==> config.mk <==
export PLATFORM = sky130hd
export DESIGN_NAME = rom_stream_reader
export DESIGN_NICKNAME = d
export VERILOG_FILES = /design/src/rtl/rom_stream_pkg.sv /design/src/rtl/stream_fifo2.sv /design/src/rtl/rom_stream_reader.sv
export SDC_FILE = /design/constraint.sdc
export NUM_CORES = 1
export LEC_CHECK = 0
export CAP_MARGIN = 20
export CORE_ASPECT_RATIO = 0.7
export CORE_UTILIZATION = 54
export DETAILED_ROUTE_END_ITERATION = 8
export PLACE_DENSITY = 0.81
export SYNTH_ARGS = -nofsm -noshare
export SYNTH_HDL_FRONTEND = slang
export SYNTH_SLANG_ARGS = --single-unit
==> constraint.sdc <==
create_clock -name clk -period 5.1 [get_ports clk]
set_input_delay 1.02 -clock clk [delete_from_list [all_inputs] [get_ports clk]]
set_output_delay 1.02 -clock clk [all_outputs]
set_load 0.1 [all_outputs]
==> src/rtl/rom_stream_pkg.sv <==
// ---------------------------------------------------------------------------
// rom_stream_pkg
// Shared definitions for the ROM stream reader slice:
//   - StateT      : reader control states
//   - DEF_ADDR_W  : default ROM address width (8-deep ROM)
//   - DEF_DATA_W  : default ROM word width
//   - FIFO_DEPTH  : depth of the output skid FIFO
// ---------------------------------------------------------------------------
package rom_stream_pkg;

    localparam int DEF_ADDR_W = 3;
    localparam int DEF_DATA_W = 4;
    localparam int FIFO_DEPTH = 2;

    typedef enum logic [1:0] {
        IDLE  = 2'd0,
        RUN   = 2'd1,
        DRAIN = 2'd2,
        FIN   = 2'd3
    } StateT;

endpackage

==> src/rtl/stream_fifo2.sv <==
// ---------------------------------------------------------------------------
// stream_fifo2
// Two-entry synchronous FIFO used as the output buffer of the ROM stream
// reader. Each entry carries {last, data}. Push and pop may happen in the
// same cycle; the head entry is presented combinationally.
// Ports:
//   clk    in   rising-edge clock
//   rst    in   synchronous active-high reset, empties the FIFO
//   push   in   write wrData into the tail
//   pop    in   drop the head entry (caller only pops when count != 0)
//   wrData in   entry to write
//   count  out  number of stored entries, 0..2
//   head   out  oldest stored entry
// ---------------------------------------------------------------------------
module stream_fifo2
    import rom_stream_pkg::*;
#(
    parameter int WIDTH = DEF_DATA_W + 1
) (
    input  logic             clk,
    input  logic             rst,
    input  logic             push,
    input  logic             pop,
    input  logic [WIDTH-1:0] wrData,
    output logic [1:0]       count,
    output logic [WIDTH-1:0] head
);

    logic [WIDTH-1:0] r_mem [FIFO_DEPTH];
    logic             r_rdPtr;
    logic             r_wrPtr;
    logic [1:0]       r_count;

    // Storage and pointers. With only two slots the pointers are single bits
    // that simply flip on each push/pop. A simultaneous push and pop keeps
    // the count unchanged while both pointers advance.
    always_ff @(posedge clk) begin
        if (rst) begin
            r_mem[0] <= '0;
            r_mem[1] <= '0;
            r_rdPtr  <= 1'b0;
            r_wrPtr  <= 1'b0;
            r_count  <= 2'd0;
        end else begin
            if (push) begin
                r_mem[r_wrPtr] <= wrData;
                r_wrPtr        <= ~r_wrPtr;
            end
            if (pop) begin
                r_rdPtr <= ~r_rdPtr;
            end
            r_count <= r_count + 2'(push) - 2'(pop);
        end
    end

    assign count = r_count;
    assign head  = r_mem[r_rdPtr];

endmodule

==> src/rtl/rom_stream_reader.sv <==
// ---------------------------------------------------------------------------
// rom_stream_reader
// Read-side initiator for the single-port synchronous ROM. A start pulse in
// IDLE walks len words beginning at start_addr (wrapping modulo the ROM
// depth), absorbs the ROM's one-cycle read latency and delivers every word
// on a valid/ready stream with backpressure.
// Ports:
//   clk, rst            clock, synchronous active-high reset
//   start               one-cycle request, honoured only in IDLE
//   start_addr, len     first address and word count (0..2^ADDR_W)
//   busy                high in RUN and DRAIN
//   done                one-cycle completion pulse
//   rom_en, rom_addr    ROM read strobe and address
//   rom_data            ROM word, valid the cycle after rom_en
//   m_valid, m_ready    output stream handshake
//   m_data, m_last      output word and end-of-transfer marker
// ---------------------------------------------------------------------------
module rom_stream_reader
    import rom_stream_pkg::*;
#(
    parameter int ADDR_W = DEF_ADDR_W,
    parameter int DATA_W = DEF_DATA_W
) (
    input  logic              clk,
    input  logic              rst,
    input  logic              start,
    input  logic [ADDR_W-1:0] start_addr,
    input  logic [ADDR_W:0]   len,
    output logic              busy,
    output logic              done,
    output logic              rom_en,
    output logic [ADDR_W-1:0] rom_addr,
    input  logic [DATA_W-1:0] rom_data,
    output logic              m_valid,
    input  logic              m_ready,
    output logic [DATA_W-1:0] m_data,
    output logic              m_last
);

    StateT             r_state;
    StateT             w_nextState;
    logic [ADDR_W-1:0] r_nextAddr;
    logic [ADDR_W:0]   r_issueLeft;
    logic              r_inflight;
    logic              r_inflightLast;
    logic [1:0]        w_count;
    logic [DATA_W:0]   w_head;
    logic              w_pop;
    logic [2:0]        w_occ;
    logic              w_issue;
    logic              w_lastIssue;
    logic              w_accept;

    assign m_valid = (w_count != 2'd0);
    assign m_data  = w_head[DATA_W-1:0];
    assign m_last  = m_valid & w_head[DATA_W];
    assign w_pop   = m_valid & m_ready;

    // Words buffered or on their way from the ROM, net of the one leaving
    // this cycle. Keeping this below the FIFO depth means the capture a
    // cycle after the issue always finds a free slot.
    assign w_occ       = {1'b0, w_count} + {2'b00, r_inflight} - {2'b00, w_pop};
    assign w_issue     = (r_state == RUN) && (r_issueLeft != '0) && (w_occ < 3'(FIFO_DEPTH));
    assign w_lastIssue = w_issue && (r_issueLeft == (ADDR_W+1)'(1));
    assign w_accept    = (r_state == IDLE) && start && (len != '0);
    assign rom_addr    = r_nextAddr;

    // State register.
    always_ff @(posedge clk) begin
        if (rst) begin
            r_state <= IDLE;
        end else begin
            r_state <= w_nextState;
        end
    end

    // Next-state and control outputs. DRAIN waits until nothing is in flight
    // and the FIFO empties this cycle, so done lands right after the last beat.
    always_comb begin
        w_nextState = r_state;
        busy        = 1'b0;
        done        = 1'b0;
        rom_en      = 1'b0;
        case (r_state)
            IDLE: begin
                if (start) begin
                    w_nextState = (len != '0) ? RUN : FIN;
                end
            end
            RUN: begin
                busy   = 1'b1;
                rom_en = w_issue;
                if (w_lastIssue) begin
                    w_nextState = DRAIN;
                end
            end
            DRAIN: begin
                busy = 1'b1;
                if (!r_inflight && (w_occ == 3'd0)) begin
                    w_nextState = FIN;
                end
            end
            FIN: begin
                done        = 1'b1;
                w_nextState = IDLE;
            end
            default: w_nextState = IDLE;
        endcase
    end

    // Address/length counters and the in-flight flag. The flag follows each
    // issue by one cycle, matching the ROM latency, and carries the last tag
    // along with it so the final word is marked when it is captured.
    always_ff @(posedge clk) begin
        if (rst) begin
            r_nextAddr     <= '0;
            r_issueLeft    <= '0;
            r_inflight     <= 1'b0;
            r_inflightLast <= 1'b0;
        end else begin
            r_inflight     <= w_issue;
            r_inflightLast <= w_lastIssue;
            if (w_accept) begin
                r_nextAddr  <= start_addr;
                r_issueLeft <= len;
            end else if (w_issue) begin
                r_nextAddr  <= r_nextAddr + ADDR_W'(1);
                r_issueLeft <= r_issueLeft - (ADDR_W+1)'(1);
            end
        end
    end

    stream_fifo2 #(
        .WIDTH(DATA_W + 1)
    ) uFifo (
        .clk   (clk),
        .rst   (rst),
        .push  (r_inflight),
        .pop   (w_pop),
        .wrData({r_inflightLast, rom_data}),
        .count (w_count),
        .head  (w_head)
    );

endmodule

# After elaboration in Yosys (flattened, before gate mapping)

Memories as Yosys holds them, arrays and structs flattened. A register that Yosys moved wholly into a read port is not among the register bits.
Cells that the tools add are included.

Reductions and logical operators: 16
Magnitude comparators: 1
Multiplexer cells: 22
Eq/ne operators: 7
$add $sub $neg: 6
Bitwise gates (word level): 4

Operator list:

| kind                                               | count |
|---|---|
| two-way mux 1 bit                                  | 12 |
| two-way mux 2 bit                                  | 4 |
| two-way mux 4 bit                                  | 2 |
| case mux 2 bit (4 select lines)                    | 1 |
| nonzero test 4 bit                                 | 2 |
| logical AND 1 bit                                  | 6 |
| two-way mux 3 bit                                  | 2 |
| inequality test 2 bit, second input constant       | 3 |
| two-way mux 5 bit                                  | 1 |
| OR reduction 5 bit                                 | 1 |
| == test 2 bit, second input constant               | 2 |
| == test 4 x 1 -> 1 bit, second input constant      | 1 |
| nonzero test 2 bit                                 | 2 |
| subtractor 4 x 1 -> 4 bit, second input constant   | 1 |
| adder 2 x 1 -> 3 bit                               | 1 |
| adder 3 x 1 -> 3 bit, second input constant        | 1 |
| zero test 3 bit                                    | 1 |
| < comparator 3 x 2 -> 1 bit, second input constant | 1 |
| AND reduction 3 bit                                | 1 |
| subtractor 3 x 1 -> 3 bit                          | 1 |
| adder 2 x 1 -> 2 bit                               | 1 |
| AND 1 bit                                          | 2 |
| == test 2 x 1 -> 1 bit, second input constant      | 1 |
| zero test 2 bit                                    | 1 |
| 4 further kinds                                    | 5 |

Memory bits (writable): 10
Flip-flop bits (word level): 15
Memories: 1
Word-level logic and storage cells: 65

Memory list:

| memory      | depth | width | read ports | clocked after Yosys merged registers in | wr ports | RTL line           | text |
|---|---|---|---|---|---|---|---|
| uFifo.r_mem | 2     | 5     | 1          | 1                                       | 2        | stream_fifo2.sv:29 | `logic [WIDTH-1:0] r_mem [FIFO_DEPTH];` |

# Depth between registers and ports, before layout

Gate-level depths: netlist of the first run.

Depth after elaboration: 8
Depth in mapped cells: 11
Mapped depth without buffers: 11

# Hierarchy

From an unflattened synthesis of the first run, not the netlist that was laid out.

Cells, all modules: 141
Area, all modules: 1460.2 µm²

Modules (own cells, without submodules):

| module            | area each (µm²) | times used | cells an instance |
|---|---|---|---|
| rom_stream_reader | 814.5           | 1          | 89 |
| stream_fifo2      | 645.6           | 1          | 52 |

# Least setup slack after synthesis of the first run

No wires, ideal clock.

Kind: input port to output port
Start point: input m_ready
End point: output rom_en
Data arrival time: 2836 ps
Slack: 1244 ps
Stages on the path: 8
Cell sequence: and2_1 -> ha_1 -> inv_1 -> ha_1 -> fa_1 -> xor2_2 -> nand4_2 -> inv_2

Word-level cells in the longest chain between the ends: 5

Ends and longest elaborated chain:

| element                     | RTL line                | text |
|---|---|---|
| from (decl)                 | rom_stream_reader.sv:35 | `input logic m_ready,` |
| AND 1 bit                   | rom_stream_reader.sv:57 | `assign w_pop = m_valid & m_ready;` |
| subtractor 3 x 1 -> 3 bit   | rom_stream_reader.sv:62 | `assign w_occ = {1'b0, w_count} + {2'b00, r_inflight} - {2'b00, w_pop};` |
| < comparator 3 x 2 -> 1 bit | rom_stream_reader.sv:63 | `assign w_issue = (r_state == RUN) && (r_issueLeft != '0) && (w_occ < 3'(FIFO_DEPTH));` |
| logical AND 1 bit           | rom_stream_reader.sv:63 |  |
| two-way mux 1 bit           | rom_stream_reader.sv:84 | `case (r_state)` |
| to (decl)                   | rom_stream_reader.sv:31 | `output logic rom_en,` |

No other way between the ends.

# Worst setup path after layout of the first run

Start point: input m_ready
End point: output rom_en

Word-level cells in the longest chain between the ends: 5

Ends and longest elaborated chain:

| element                     | RTL line                | text |
|---|---|---|
| AND 1 bit                   | rom_stream_reader.sv:57 |  |
| named net uFifo.pop         | stream_fifo2.sv:23      | `input logic pop,` |
| subtractor 3 x 1 -> 3 bit   | rom_stream_reader.sv:62 |  |
| < comparator 3 x 2 -> 1 bit | rom_stream_reader.sv:63 |  |
| logical AND 1 bit           | rom_stream_reader.sv:63 |  |
| two-way mux 1 bit           | rom_stream_reader.sv:84 |  |

The timed path passes the listed nets, and every way through them passes these cells.

==> results of run 1 <==
==> per-layer routing <==
metal / vias to the layer above / GRT usage [%] / routed length [µm] / share of wire (%)
met5: - / 0 / 0 / 0
met4: 0 / 2.67 / 8 / 0.33
met3: 2 / 7.02 / 117 / 4.8
met2: 18 / 30.6 / 1020 / 42
met1: 448 / 29.8 / 1290 / 53
li1: 509 / - / - / -
==> through the flow <==
| step | instance area [µm²] | hold slack, ns | instances | utilization [%] |
|---|---|---|---|---|
| 2_1_floorplan | 1360 | 0.471 | 131 | - |
| 6_report | 1690 | 0.518 | 190 | 74.6 |
| 3_5_place_dp | 1660 | 0.500 | 187 | 73.6 |
| 4_1_cts | 1690 | 0.520 | 190 | 74.6 |
| 3_3_place_gp | 1660 | 0.494 | 187 | 73.6 |
| 5_1_grt | 1690 | 0.557 | 190 | 74.6 |
==> cell usage after synthesis, types with 3 or more instances <==
master	count
nor2_1	14
dfxtp_1	16
inv_1	13
a211oi_1	4
edfxtp_1	10
nand2_1	3
xnor2_1	4
mux2i_1	4
and2_1	12
o21ai_0	4
mux2_2	4
ha_1	10
==> kinds of logic after synthesis <==
| group | count (synthesis) |
|---|---|
| adder cells (fa/ha/maj) | 11 |
| XOR/XNOR | 5 |
| buffers and inverters | 16 |
| flip-flops | 26 |
| AND/OR/NAND/NOR | 46 |
| AO/OA/AOI/OAI | 19 |
| multiplexers | 8 |
==> cell type report <==
class	instances	area (µm²)
Clock buffer	3	22.5
Fill cell	163	573
Inverter	14	52.6
Multi-Input combinational cell	89	681
Sequential cell	26	621
Tap cell	32	40.0
Timing Repair Buffer	26	270
==> registers in the layout, indices dropped and copies added (netlist names), named ones only <==
register        count
r_inflight          1
r_state             2
r_issueLeft         4
r_inflightLast      1
uFifo.count         2
rom_addr            3
uFifo.r_rdPtr       1
uFifo.r_wrPtr       1
uFifo.r_mem        10
==> worst reg2reg max path, stage by stage (launching register included) <==
cell and delay, ns:
dfxtp_1 0.37, or2_2 0.29, and2_1 0.19, ha_1 0.27, inv_1 0.04, ha_1 0.18
fa_1 0.40, xor2_2 0.20, nand4_2 0.20, or3_1 0.35, a311oi_1 0.30
==> worst paths after layout <==
path                                        to           start  slack, ns
worst max-delay path                    rom_en         m_ready       0.80
worst min-delay path            r_issueLeft[3]  r_issueLeft[3]       0.52
worst max register to register  r_issueLeft[2]  uFifo.count[1]       2.22
worst min register to register  r_issueLeft[3]  r_issueLeft[3]       0.52
==> impl_results.md, run 1 <==
* Synth Area in Compound Gates at 9.74%
* H-tree Lvls at 1
* Post-CTS Hold Buffers at 0
* Simple-gate area share of the yosys netlist at 19.6%
* Reg2Reg Depth at 10
* Critical path class: in2out
* P&R area growth vs syn at 23.9%
* Root buffer cell: clkbuf_4
* Ant. Diodes at 0
* Largest family of logic cells by synthesized area: simple AND/OR/NAND/NOR gates
* Setup Viol. Count Final at 0
* Synth Cell Area at 1360 µm²
* Initial Utilization at 60.2%
* Number of synthesized register bits at 26
* Final HPWL DP at 1.87 mm
* Die ar. at 2730 µm²
* Pre-CTS WS at 0.806 ns
* RSZ-0062 raised after global routing: false
* Worst rel slew slack at 33.4%
* Via count at 977
* Slowest stage delay, CP at 0.40 ns
* Critical Path Fanout Max at 7
* Routed WL at 2.43 mm
* Avg Vias per Cell at 5.14
* Asr flop ratio synth at 0%
* Post-Synth XOR/XNOR Area at 3.77%
* Critical path's most frequent cell: ha_1
* Most common flop cell mapped by yosys: dfxtp_1
* Initial antenna violation count at 0
* Critical Path AT at 3.28 ns
* Req. time, crit path at 4.08 ns
* Die extent in y at 44.0 µm
* Net count after synthesis at 157
* Commonest non-fill, non-tap cells in the layout: clkdlybuf4s50_1 (25), dfxtp_1 (16), nor2_1 (14)
* Clock Pin Slew Worst Setup and Hold Paths at 0.13 ns
* Final Hold Fails at 0
* Die width at 62.0 µm
* Worst Setup Start Kind: input pin
* Synth warnings at 0
* Max_cap viols at 0
* Top cells by area, synth: dfxtp_1 (24%), edfxtp_1 (22%), ha_1 (9.2%)
* IO Port Bufs at 26
* Sequential area share after synthesis at 45.6%
* Largest net degree at the start of global routing at 22
* WP depth at 10
* Hold/Removal Path Class: reg2reg
* Total CTS buffers at 3
* Setup WS post-layout at 0.796 ns
* CP cell instances: clkdlybuf4s50_1, and2_1, ha_1, inv_1, ha_1, fa_1, xor2_2, nand4_2, inv_2, buf_12
* Clock Skew at 0.00391 ns
* Setup TNS at 0 ns
* Ratio of final minimum period to clock period at 84.4%
* Sink Count at 26
* Post-synth EDFFs at 10
* CP delay by family, top: adder cells
* Commonest non-fill, non-tap cell in the layout: clkdlybuf4s50_1
* DRT iter0 DRCs at 28
* Wire length of the first global-routing pass at 4.06 mm
* ANT nets after route at 0
* Fmax achieved at 232 MHz
* CTS resizes at 0
* Mapped Avg Cell Area at 10.4 µm²
* Synth unique cells at 35
* Gr usage total at 20.5%
* Mux cell area share after synthesis at 6.25%
* # DRC at 0
* Clk buf depth at 2
* Final worst path period need at 4.30 ns
* Slew Viols, Final at 0
* IO Pins at 27
* Postcts setup bufs at 0
* Worst-margin pin slew at 0.995 ns
* Yosys top cell by area: dfxtp_1
* CP max-delay cell: fa_1
* Post-Synthesis Cells at 131
* Ratio of cells with drive above 1 in the final layout at 8.86%
* Clk_lat worst skew at 0.31 ns
* Status: completed
* Number of global-route vias before repair at 935
* GR Overflow Total at 0
* Rows at 14
* CTS tree: done
* DRT Pass-1 Iters at 4
* Final #Nets at 186
* CP endpoint kind: output pin
* Total core area at 2260 µm²
* Routed wire per std cell at 12.8 µm
* Adder-cell share of the synthesized area at 10.7%
* CP bufs+invs at 4
* RD Place Congestion at 0.778
* Hold Crit Depth at 2
* Post-synth top area share at 23.5%
Power of run 1 is not shown: default switching activity piles up to over one toggle a cycle in this logic, so the estimate is an artifact.
==> run 2: changes to the inputs <==
--- a/config.mk
+++ b/config.mk
@@ -7,9 +7,9 @@
 export LEC_CHECK = 0
 export CAP_MARGIN = 20
 export CORE_ASPECT_RATIO = 0.7
-export CORE_UTILIZATION = 54
+export CORE_UTILIZATION = 50
 export DETAILED_ROUTE_END_ITERATION = 8
-export PLACE_DENSITY = 0.81
+export PLACE_DENSITY = 0.76
 export SYNTH_ARGS = -nofsm -noshare
 export SYNTH_HDL_FRONTEND = slang
 export SYNTH_SLANG_ARGS = --single-unit
==> constraint.sdc (replaced) <==
create_clock -name clk -period 4.4 [get_ports clk]
set_input_delay 0.88 -clock clk [delete_from_list [all_inputs] [get_ports clk]]
set_output_delay 0.88 -clock clk [all_outputs]
set_load 0.1 [all_outputs]
==> run 2 against run 1 <==
First-iteration DRC count down 43%. Final area up 3.0%. Count of clock-buffer cells in the layout unchanged. Via count grew 4.3%. Wire length grew 4.8%. Largest cell class unchanged. Utilization is 5.5 points lower. Critical path depth stayed put. Die area grew 7.7%. Global-route usage decreased by 2.1 points. Highest routed layer unchanged. Setup slack worse by 0.48 ns.
==> impl_results.md, run 2 (synthesis results as in run 1) <==
* Status: completed
* Sink Count at 26
* Max reg flops at 10
* Wire length of the first global-routing pass at 4.06 mm
* Clk_lat worst skew at 0.27 ns
* Ratio of cells with drive above 1 in the final layout at 9.43%
* RSZ-0062 raised after global routing: false
* Rows at 15
* Slowest stage delay, CP at 0.41 ns
* Commonest non-fill, non-tap cell in the layout: clkdlybuf4s50_1
* Critical path class: in2out
* Avg Vias per Cell at 5.28
* Die ar. at 2940 µm²
* Setup Viol. Count Final at 0
* Total CTS buffers at 3
* # DRC at 0
* Final #Nets at 186
* Commonest non-fill, non-tap cells in the layout: clkdlybuf4s50_1 (25), dfxtp_1 (16), nor2_1 (14)
* Initial Utilization at 54.1%
* Routed WL at 2.55 mm
* Postcts setup bufs at 0
* Slew Viols, Final at 0
* ANT nets after route at 0
* RD Place Congestion at 0.780
* CP bufs+invs at 4
* Final Hold Fails at 0
* GR Overflow Total at 0
* DRT iter0 DRCs at 16
* Worst rel slew slack at 34.6%
* Ratio of final minimum period to clock period at 92.9%
* Final worst path period need at 4.09 ns
* Critical Path AT at 3.21 ns
* Gr usage total at 18.4%
* Fmax achieved at 245 MHz
* Critical Path Fanout Max at 7
* Largest Register: uFifo.r_mem
* Die extent in y at 45.7 µm
* CP cell instances: clkdlybuf4s50_1, and2_1, ha_1, inv_1, ha_1, fa_1, xor2_2, nand4_2, inv_2, buf_12
* Via count at 1,019
* Post-CTS Hold Buffers at 0
* Setup TNS at 0 ns
* Initial antenna violation count at 0
* Root buffer cell: clkbuf_8
* CP max-delay cell: fa_1
* Max_cap viols at 0
* IO Port Bufs at 26
* Worst-margin pin slew at 0.978 ns
* Routed wire per std cell at 13.2 µm
* DRT Pass-1 Iters at 4
* Number of global-route vias before repair at 961
* CP delay by family, top: adder cells
* CTS resizes at 0
* Req. time, crit path at 3.52 ns
* Final HPWL DP at 1.96 mm
* Die width at 64.4 µm
* Hold/Removal Path Class: reg2reg
* Worst Setup Start Kind: input pin
* IO Pins at 27
* CP endpoint kind: output pin
* Clock Skew at 0.00245 ns
* Critical path's most frequent cell: ha_1
* Ant. Diodes at 0
* Largest net degree at the start of global routing at 22
* H-tree Lvls at 1
* P&R area growth vs syn at 27.7%
* Clk buf depth at 2
* Total core area at 2510 µm²
* CTS tree: done
* Clock Pin Slew Worst Setup and Hold Paths at 0.09 ns
run 2: cell count changes in the layout (fill, tap and decap cells not counted):
cell and delta:
bufinv_16 +1, clkbuf_4 -3, clkbuf_8 +3
run 2: through the flow:
stage	instances	cell area [µm²]	setup WS (ns)	util, %	hold WS (ns)
2_1_floorplan	131	1360	0.739	-	0.471
5_1_grt	193	1740	0.168	69.1	0.545
3_5_place_dp	189	1670	0.310	66.3	0.504
4_1_cts	193	1740	0.286	69.1	0.521
6_report	193	1740	0.313	69.1	0.521
3_3_place_gp	189	1670	0.403	66.3	0.490
run 2: layout make-up:
| class | instances | area (µm²) |
|---|---|---|
| timing repair buffer | 26 | 270 |
| clock buffer | 3 | 41.3 |
| multi-input combinational | 89 | 681 |
| tap | 34 | 42.5 |
| clock inverter | 1 | 30.0 |
| inverter | 14 | 52.6 |
| fill | 209 | 777 |
| sequential | 26 | 621 |
run 2: metal layers:
metal / part of all wire, % / up-vias / track usage, %
met1: 48 / 487 / 24.1
met2: 46 / 22 / 30.7
met4: 0.39 / 0 / 3.11
li1: - / 508 / -
met3: 5.3 / 2 / 5.75
met5: 0 / - / 0
run 2: tightest hold or removal path, delay by kind of cell, from the launching register on:
kind	cells	cell delay, ns
compound gates	1	0.07
flops	1	0.34
simple gates	1	0.06
run 2: final timing paths:
check / cells past startpoint / start / endpoint / slack, ns
worst max-delay path: 10 / m_ready / rom_en / 0.31
worst min-delay path: 2 / r_issueLeft[3] / r_issueLeft[3] / 0.52
worst max register to register: 11 / uFifo.count[1] / rom_addr[0] / 1.51
worst min register to register: 2 / r_issueLeft[3] / r_issueLeft[3] / 0.52
Power of run 2 is left out for the same reason.
